### src/rtl/img_capture_sequencer.sv
// Capture/readout sequencer for the image controller's toggle-command interface.
// Takes one host request at a time: issues the capture toggle, waits for the
// capture-done toggle and checks the pixel count (retrying on mismatch), then
// issues the readout toggle and counts streamed words up to the expected total.
// Finishes with a one-cycle response pulse that carries status and capture stats.
module img_capture_sequencer #(
  parameter int unsigned ExpectedPixelCount = 2304 * 1296,
  parameter int unsigned FullWordCount      = 2304 * 1296 + 32,
  parameter int unsigned ThumbWordCount     = 576 * 324 + 32,
  parameter int unsigned MaxRetries         = 2,
  parameter int unsigned TimeoutCycles      = 1_080_000,
  parameter int unsigned CountWidth         = 24
) (
  input  logic                  clk,
  input  logic                  rst,
  input  logic                  req_valid,
  output logic                  req_ready,
  input  logic                  req_thumb,
  input  logic                  req_ramBlock,
  input  logic                  req_skipCount,
  output logic                  resp_valid,
  output logic [1:0]            resp_status,
  output logic [CountWidth-1:0] resp_pixelCount,
  output logic [17:0]           resp_highlightCount,
  output logic [17:0]           resp_shadowCount,
  output logic [1:0]            resp_retries,
  output logic                  cmd_capture,
  output logic                  cmd_readout,
  output logic                  cmd_ramBlock,
  output logic                  cmd_skipCount,
  output logic                  cmd_thumb,
  input  logic                  status_captureDone,
  input  logic [CountWidth-1:0] status_capturePixelCount,
  input  logic [17:0]           status_captureHighlightCount,
  input  logic [17:0]           status_captureShadowCount,
  input  logic                  readout_ready,
  input  logic                  readout_trigger
);

  // The timer never passes TimeoutCycles-1, so clog2 bits always hold it.
  localparam int TimerWidth = (TimeoutCycles > 1) ? $clog2(TimeoutCycles) : 1;
  localparam logic [TimerWidth-1:0] TimerLast      = TimerWidth'(TimeoutCycles - 1);
  localparam logic [CountWidth-1:0] ExpectedPixels = CountWidth'(ExpectedPixelCount);
  localparam logic [CountWidth-1:0] FullWords      = CountWidth'(FullWordCount);
  localparam logic [CountWidth-1:0] ThumbWords     = CountWidth'(ThumbWordCount);
  localparam logic [1:0]            RetryLimit     = 2'(MaxRetries);

  localparam logic [1:0] StatusOk         = 2'd0;
  localparam logic [1:0] StatusCapTimeout = 2'd1;
  localparam logic [1:0] StatusPixelBad   = 2'd2;
  localparam logic [1:0] StatusRdTimeout  = 2'd3;

  typedef enum logic [2:0] {
    IDLE, CAP_ISSUE, CAP_WAIT, CHECK, RD_ISSUE, RD_WAIT, RESP
  } state_t;

  state_t                  state, state_next;
  logic                    done_snap;
  logic [TimerWidth-1:0]   timer;
  logic [CountWidth-1:0]   word_count;
  logic [CountWidth-1:0]   word_target;
  logic [CountWidth-1:0]   word_inc;
  logic [1:0]              retries;
  logic                    accept;
  logic                    done_edge;
  logic                    xfer;
  logic                    timer_expired;
  logic                    pixel_ok;
  logic                    last_word;

  assign req_ready     = (state == IDLE);
  assign resp_valid    = (state == RESP);
  assign resp_retries  = retries;
  assign accept        = req_valid && req_ready;
  // Only inequality against the snapshot matters, so the controller's toggle
  // phase at request time is irrelevant.
  assign done_edge     = (status_captureDone != done_snap);
  assign xfer          = readout_ready && readout_trigger;
  assign timer_expired = (timer == TimerLast);
  assign pixel_ok      = (resp_pixelCount == ExpectedPixels);
  // Saturating increment: the word counter sticks at all-ones instead of wrapping.
  assign word_inc      = (word_count == '1) ? word_count : word_count + CountWidth'(1);
  assign last_word     = xfer && (word_inc == word_target);

  // State register.
  always_ff @(posedge clk) begin
    // NOTE: clocked state uses non-blocking assignments so every register
    // samples pre-edge values, regardless of statement order.
    if (rst) state <= IDLE;
    else     state <= state_next;
  end

  // Next-state selection.
  always_comb begin
    // NOTE: defaulting first means no path leaves state_next unassigned,
    // which would otherwise infer a latch.
    state_next = state;
    case (state)
      IDLE:      if (accept) state_next = CAP_ISSUE;
      CAP_ISSUE: state_next = CAP_WAIT;
      // A done edge on the timeout cycle still counts as a completed capture.
      CAP_WAIT: begin
        if (done_edge)          state_next = CHECK;
        else if (timer_expired) state_next = RESP;
      end
      CHECK: begin
        if (pixel_ok)                 state_next = RD_ISSUE;
        else if (retries < RetryLimit) state_next = CAP_ISSUE;
        else                          state_next = RESP;
      end
      RD_ISSUE: state_next = RD_WAIT;
      RD_WAIT: begin
        if (xfer) begin
          if (last_word) state_next = RESP;
        end else if (timer_expired) begin
          state_next = RESP;
        end
      end
      RESP:    state_next = IDLE;
      default: state_next = IDLE;
    endcase
  end

  // Command toggles, latched request fields, timers, counters and response data.
  always_ff @(posedge clk) begin
    if (rst) begin
      cmd_capture         <= 1'b0;
      cmd_readout         <= 1'b0;
      cmd_ramBlock        <= 1'b0;
      cmd_skipCount       <= 1'b0;
      cmd_thumb           <= 1'b0;
      done_snap           <= 1'b0;
      timer               <= '0;
      word_count          <= '0;
      word_target         <= '0;
      retries             <= '0;
      resp_status         <= StatusOk;
      resp_pixelCount     <= '0;
      resp_highlightCount <= '0;
      resp_shadowCount    <= '0;
    end else begin
      case (state)
        IDLE: begin
          if (accept) begin
            cmd_thumb     <= req_thumb;
            cmd_ramBlock  <= req_ramBlock;
            cmd_skipCount <= req_skipCount;
            retries       <= '0;
            resp_status   <= StatusOk;
          end
        end
        CAP_ISSUE: begin
          cmd_capture <= ~cmd_capture;
          done_snap   <= status_captureDone;
          timer       <= '0;
        end
        CAP_WAIT: begin
          if (done_edge) begin
            resp_pixelCount     <= status_capturePixelCount;
            resp_highlightCount <= status_captureHighlightCount;
            resp_shadowCount    <= status_captureShadowCount;
          end else if (timer_expired) begin
            resp_status <= StatusCapTimeout;
          end else begin
            timer <= timer + TimerWidth'(1);
          end
        end
        CHECK: begin
          if (!pixel_ok) begin
            if (retries < RetryLimit) retries <= retries + 2'd1;
            else                      resp_status <= StatusPixelBad;
          end
        end
        RD_ISSUE: begin
          cmd_readout <= ~cmd_readout;
          word_count  <= '0;
          timer       <= '0;
          word_target <= cmd_thumb ? ThumbWords : FullWords;
        end
        RD_WAIT: begin
          if (xfer) begin
            word_count <= word_inc;
            timer      <= '0;
            if (last_word) resp_status <= StatusOk;
          end else if (timer_expired) begin
            resp_status <= StatusRdTimeout;
          end else begin
            timer <= timer + TimerWidth'(1);
          end
        end
        default: ;
      endcase
    end
  end

endmodule

### config.mk
export PLATFORM = sky130hd
export DESIGN_NAME = img_capture_sequencer
export DESIGN_NICKNAME = d
export VERILOG_FILES = /design/src/rtl/img_capture_sequencer.sv
export SDC_FILE = /design/constraint.sdc
export NUM_CORES = 1
export LEC_CHECK = 0
export ABC_AREA = 1
export CAP_MARGIN = 30
export CORE_UTILIZATION = 25
export CTS_CLUSTER_SIZE = 40
export DETAILED_ROUTE_END_ITERATION = 12
export GPL_ROUTABILITY_DRIVEN = 0
export SYNTH_ARGS = -nofsm -noshare
export SYNTH_HDL_FRONTEND = slang
export SYNTH_SLANG_ARGS = --single-unit
### constraint.sdc
create_clock -name clk -period 5.6 [get_ports clk]
set_input_delay 1.4 -clock clk [delete_from_list [all_inputs] [get_ports clk]]
set_output_delay 1.4 -clock clk [all_outputs]
set_load 0.03 [all_outputs]
==> out/results.tsv <==
stage	metric	value	unit
power	Psw	0.641	mW
drt	Initial DRT Pass Iterations	5	
drt	vias per inst	4.56	
critical_path	Setup CP Type	reg2out	
placement	pre-CTS setup slack	1.82	ns
cts	Clk pin slew, worst setup/hold paths	0.06	ns
sta	Slew Limit Fails	0	
cts	clock root cell	clkbuf_16	
drt	WL final	16800	um
synth	asr flop ratio synth	0	%
critical_path	Req. time, crit path	4.20	ns
synth	#FFs+latches synth	121	
cts	htree depth	4	
sta	RSZ-0062 raised after global routing	false	
grt	antenna violations before repair	0	
grt	first-pass GRT wire length	28100	um
layout	# nets final	1077	
cts	Resized Gates After CTS	0	
layout	area grow syn2layout	38.8	%
synth	most area-hungry cell type in the Yosys netlist	dfxtp_1	
die	Die ar.	0.0238	mm^2
critical_path	Reg2Reg Setup Slack	2.92	ns
die	standard-cell rows	55	
drt	metal2 WL	7650	um
synth	Yosys cell types	39	
cts	# hold bufs at CTS	0	
die	I/O pins	140	
placement	dpl hpwl	11900	um
drt	initial drt markers	313	
drt	Vias	5943	
drt	DRC Markers	0	
drt	post-detailed-route count of antenna-violating nets	0	
sta	Worst Tran Pin Value	0.644	ns
synth	Seq/Total Area, Yosys	41.8	%
die	Initial Util	25.5	%
die	Floorplan Core Area	0.0227	mm^2
worst_hold_path	min-delay worst type	reg2reg	
power	PwrDens	286	mW/mm^2
sta	setup violators final	0	
sta	worst clock skew	0.0145	ns
power	clock network power share	45.8	%
critical_path	Max FO, Critical Path	5	
drt	Max Used Layer	met4	
sta	Final Critical Period	3.41	ns
sta	Final Cycle Share	60.9	%
sta	Max-slew headroom	57.0	%
power	maximum vdd drop	0.180	mV
die	Die H	154	um
cts	clk_lat worst skew	0.42	ns
synth	ranking of synthesized cells by area	dfxtp_1 (42%), nor2_1 (13%), nand2_1 (11%)	
layout	n_diodes	0	
cts	CTS tree	built	
synth	area fraction of the dominant cell type after synthesis	41.8	%
power	Sw Share	27.9	%
placement	IO buf count	139	
critical_path	Critical Path AT	2.01	ns
grt	Remaining Overflow, GRT	0	
grt	GRT Resource Usage Total	14.6	%
synth	syn avg cell area	6.65	um^2
power	sequential share of power	40.3	%
drt	met3 WL	1390	um
sta	fmax	293	MHz
drt	Post-Route M1 WL	7500	um
synth	cell count after synthesis	872	
power	Logic pwr share	14.0	%
cts	Post-CTS Setup Repair Bufs	0	
synth	mapped cell area	0.00580	mm^2
power	Leakage	3.20	nW
grt	vias in the first global route	5771	
sta	setup_tns	0	ns
critical_path	CP endpoint kind	output pin	
grt	largest net degree at the start of global routing	71	
synth	Post-synth EDFFs	0	
synth	Mapped Nets	943	
die	Die W	154	um
critical_path	startpoint types	flop	
job	maxcap violations	0	
power	Pint	1.66	mW
cts	CTS Buf Count	17	
cts	CTS sink count	121	
sta	Fin Hold WS	0.464	ns
outcome	run status	complete, no violations	
synth	Ys Warns	0	
layout	share of cells above drive strength 1	6.38	%
drt	DR WL/cell	12.8	um
cts	Clock Tree Buf Depth	2	
synth	Most used DFF post-synth	dfxtp_1	
sta	fin worst setup slack	2.19	ns
sta	Hold Fails Final Rpt	0	
## cell usage after synthesis (all sizes together), types with 2 or more instances
master,count
xnor2,3
nor2,204
buf,3
inv,79
a21oi,53
nor4,5
xor2,8
o21a,2
o21ai,87
nand3b,2
nand4,14
o21bai,4
ha,2
nand3,47
a211oi,3
nor3,18
clkbuf,28
nand2,180
dfxtp,121
## logic make-up (layout without fill, tap and decap cells)
group / count (synthesis) / count (layout) / synth area share [%]
compound gates: 154 / 154 / 13.9
xor+xnor: 11 / 11 / 1.66
fa+ha+maj: 2 / 2 / 0.431
buf+inv: 111 / 258 / 7.40
flops: 121 / 121 / 41.8
simple gates: 473 / 473 / 34.9
## registers in the layout, indices dropped and copies added, names as in the netlist, 2 cells and up
name and count:
timer 21, word_target 3, resp_status 2, resp_pixelCount 24
word_count 24, state 3, resp_retries 2, resp_shadowCount 18
resp_highlightCount 18
## power by group through the flow
stage	Clock, mW	Sequential (mW)	Combinational (mW)
after floorplan	0	1.00	0.107
after global placement	0	0.943	0.322
after detailed placement	0	0.944	0.322
after CTS	1.08	0.926	0.324
after global routing	1.12	0.931	0.352
final	1.05	0.926	0.321
## cell usage in the layout (no fill, tap or decap), drive strengths merged, types with 2 or more instances in the layout
| cell type | synthesis | final |
|---|---|---|
| clkdlybuf4s50 | 0 | 139 |
| clkinv | 1 | 7 |
| nand2 | 180 | 180 |
| dfxtp | 121 | 121 |
| inv | 79 | 84 |
| o21bai | 4 | 4 |
| a21oi | 53 | 53 |
| nand4 | 14 | 14 |
| o21a | 2 | 2 |
| buf | 3 | 7 |
| a211oi | 3 | 3 |
| nor3 | 18 | 18 |
| xnor2 | 3 | 3 |
| nor2 | 204 | 204 |
| nor4 | 5 | 5 |
| clkbuf | 28 | 18 |
| nand3 | 47 | 47 |
| xor2 | 8 | 8 |
| ha | 2 | 2 |
| nand3b | 2 | 2 |
| o21ai | 87 | 87 |
| clkinvlp | 0 | 2 |
## per-layer routing
metal	GRT usage [%]	up-vias
met2	24.0	163
met3	5.88	13
li1	-	3092
met1	17.3	2675
met4	4.90	0
met5	0	-
## metrics by stage
| stage | cells | utilization, % | area (um^2) | power, mW |
|---|---|---|---|---|
| global placement | 1271 | 32.9 | 7470 | 1.27 |
| global route | 1304 | 35.4 | 8050 | 2.41 |
| detailed placement | 1272 | 32.9 | 7480 | 1.27 |
| finish | 1304 | 35.4 | 8050 | 2.30 |
| floorplan | 872 | - | 5800 | 1.11 |
| CTS | 1304 | 35.4 | 8050 | 2.33 |
## layout make-up
class | count | area [um^2]
multi-input combinational | 640 | 2960
tap | 285 | 357
clock buffer | 18 | 429
inverter | 80 | 300
fill | 2445 | 14700
timing repair buffer | 146 | 1440
sequential | 121 | 2420
clock inverter | 14 | 140
## final timing paths
kind                                     from     endpoint  cells past startpoint
worst max-delay path                 state[0]    req_ready                      4
worst min register to register    cmd_readout  cmd_readout                      2
worst max register to register  word_count[0]     state[0]                     17
worst min-delay path              cmd_readout  cmd_readout                      2
## critical path, stage by stage, from the launching register on
cell and delay [ns]:
dfxtp_1 0.35, nor2_1 0.12, inv_1 0.07, nor2_1 0.31, clkdlybuf4s50_1 0.75
No activity file was read; power rests on OpenSTA's default activity.
==> RTL edit, RTL diff (config.mk and constraints unchanged) <==
Change the parameter `TimeoutCycles` from 1_080_000 to 270_000.
--- a/src/rtl/img_capture_sequencer.sv
+++ b/src/rtl/img_capture_sequencer.sv
@@ -8,7 +8,7 @@
   parameter int unsigned FullWordCount      = 2304 * 1296 + 32,
   parameter int unsigned ThumbWordCount     = 576 * 324 + 32,
   parameter int unsigned MaxRetries         = 2,
-  parameter int unsigned TimeoutCycles      = 1_080_000,
+  parameter int unsigned TimeoutCycles      = 270_000,
   parameter int unsigned CountWidth         = 24
 ) (
   input  logic                  clk,
Behaviour: no difference found for any inputs over 4 cycles, from zero or initial values and one cycle with rst high; that may be too few to reach the edited logic, so the function may still have changed.
==> RTL edit against the unedited design <==
Sequential cell count shrank 2. Non-clock buffer count did not move. Sequential power is 2% lower. Final area decreased by 0.64%. Power rose by 1.8%. Setup slack got worse by 0.061 ns. Core utilization barely moved. Routed wire length up 2.7%. Sequential share of layout area decreased by 0.31 points. Area after synthesis shrank 1.3%. Critical path type unchanged. Critical endpoint is now resp_valid. Largest cell class unchanged. Highest routed layer is now met5.
==> RTL edit: results (changes against the unedited design) <==
total routing resource utilization after global routing=0.1503 (was 0.1461); commonest cells in the synthesized netlist=nor2_1 (209), nand2_1 (177), dfxtp_1 (119) (was nor2_1 (194), nand2_1 (173), dfxtp_1 (121)); total met3 wirelength after detailed routing=1791 um (was 1388 um); Setup Skew=0.01155 ns (was 0.01447 ns); worst vdd ir=201.7 uV (was 179.7 uV); CP top delay family=buffers and inverters (unchanged); ratio of cells with drive above 1 in the final layout=0.05941 (was 0.06379); Worst EP arrival=2.07 ns (was 2.01 ns); DR WL met2=7363 um (was 7653 um); vias in the first global route=5671 (was 5771); top area cells in the synthesized netlist=dfxtp_1 (42%), nor2_1 (14%), nand2_1 (12%), o21ai_0 (7.3%), inv_1 (4.5%) (was dfxtp_1 (42%), nor2_1 (13%), nand2_1 (11%), o21ai_0 (7.2%), inv_1 (4.9%)); initial antenna violation count=1 (was 0); drt via density=4.567 (was 4.558); instance area at placement=7408 um2 (was 7481 um2); pin count of the biggest net entering global routing=61 (was 71); Synth Area in XOR/XNOR=0.02141 (was 0.01661); post-layout net count=1068 (was 1077); 1st-iter DRT viols=347 (was 313); share of the synthesized area in compound gates (AO/OA/AOI/OAI)=0.1367 (was 0.1391); highest metal layer with signal wires=met5 (was met4); number of antenna cells inserted=0 (unchanged); number of nets in the synthesized netlist=935 (was 943); HPWL reported at the end of detailed placement=12330 um (was 11880 um); GR Layer Usage met2=0.2335 (was 0.2398); actual slew at the worst max-slew pin=0.9601 ns (was 0.6443 ns); count of distinct cell types in the synthesized netlist=36 (was 39); Static Leak=3.262 nW (was 3.198 nW); Worst Path Max Fanout=6 (was 5); met1 wire length=7749 um (was 7499 um); routing usage on met3=0.07031 (was 0.05884); Post-Syn Instances=864 (was 872); share of the yosys chip area belonging to registers=0.4159 (was 0.4175); total vias in the final route=5914 (was 5943); Adder-Cell Fraction of Synth Area=0.004369 (was 0.004313); status=finished clean (unchanged); Worst-Skew Late Latency=0.42 ns (about the same); H-tree level count=4 (unchanged); met1 capacity usage during global routing=0.1783 (was 0.1728); wire length per cell after detailed routing=13.29 um (was 12.85 um); leading registers by flop count=resp_pixelCount: 24 flops, word_count: 24 flops, timer: 19 flops (was resp_pixelCount: 24 flops, word_count: 24 flops, timer: 21 flops); global-route wire length before repair=28380 um (was 28100 um); internal power summed over all cells=1.689 mW (was 1.659 mW)
[RTL edit: cell count changes in the layout (fill, tap and decap cells not counted), sizes merged, moves of 2 or more]
cell / change
nor2: +9
nor3: -8
inv: -7
a21oi: -6
clkinv: -4
xnor2: +4
nand2: +3
nand3b: +3
or2: +3
a211oi: +2
a22oi: +2
dfxtp: -2
o21ai: -2
[RTL edit: kinds of logic after synthesis]
group,count (synthesis)
AND/OR/NAND/NOR,480
buffers and inverters,102
AO/OA/AOI/OAI,147
flip-flops,119
adder cells (fa/ha/maj),2
XOR/XNOR,14
[RTL edit: path summary, 6_finish.rpt]
kind | from | end | slack, ns | cells after the start
worst min-delay path | cmd_capture | cmd_capture | 0.46 | 1
worst max register to register | word_count[0] | state[0] | 2.75 | 18
worst max-delay path | state[2] | resp_valid | 2.13 | 3
worst min register to register | cmd_capture | cmd_capture | 0.46 | 1
[RTL edit: per-stage QoR]
| step | hold WS, ns | worst slack [ns] |
|---|---|---|
| after floorplan | 0.4436 | 2.815 |
| after global placement | 0.4449 | 1.822 |
| after detailed placement | 0.4570 | 1.815 |
| after CTS | 0.4706 | 2.069 |
| after global routing | 0.4891 | 2.015 |
| final | 0.4627 | 2.127 |
[RTL edit: layout make-up]
class	count	area [um2]
fillers	2449	14570
clock inverters	15	165.2
well taps	285	356.6
clock buffers	17	425.4
multi-input cells	643	2963
repair buffers	146	1444
flip-flops and latches	119	2382
inverters	70	262.8
[RTL edit: power groups by stage]
stage	clock (mW)	sequential (mW)	combinational, mW
CTS	1.12	0.911	0.335
global placement	0	0.928	0.334
floorplan	0	0.989	0.112
finish	1.10	0.911	0.334
detailed placement	0	0.928	0.333
global route	1.17	0.916	0.364
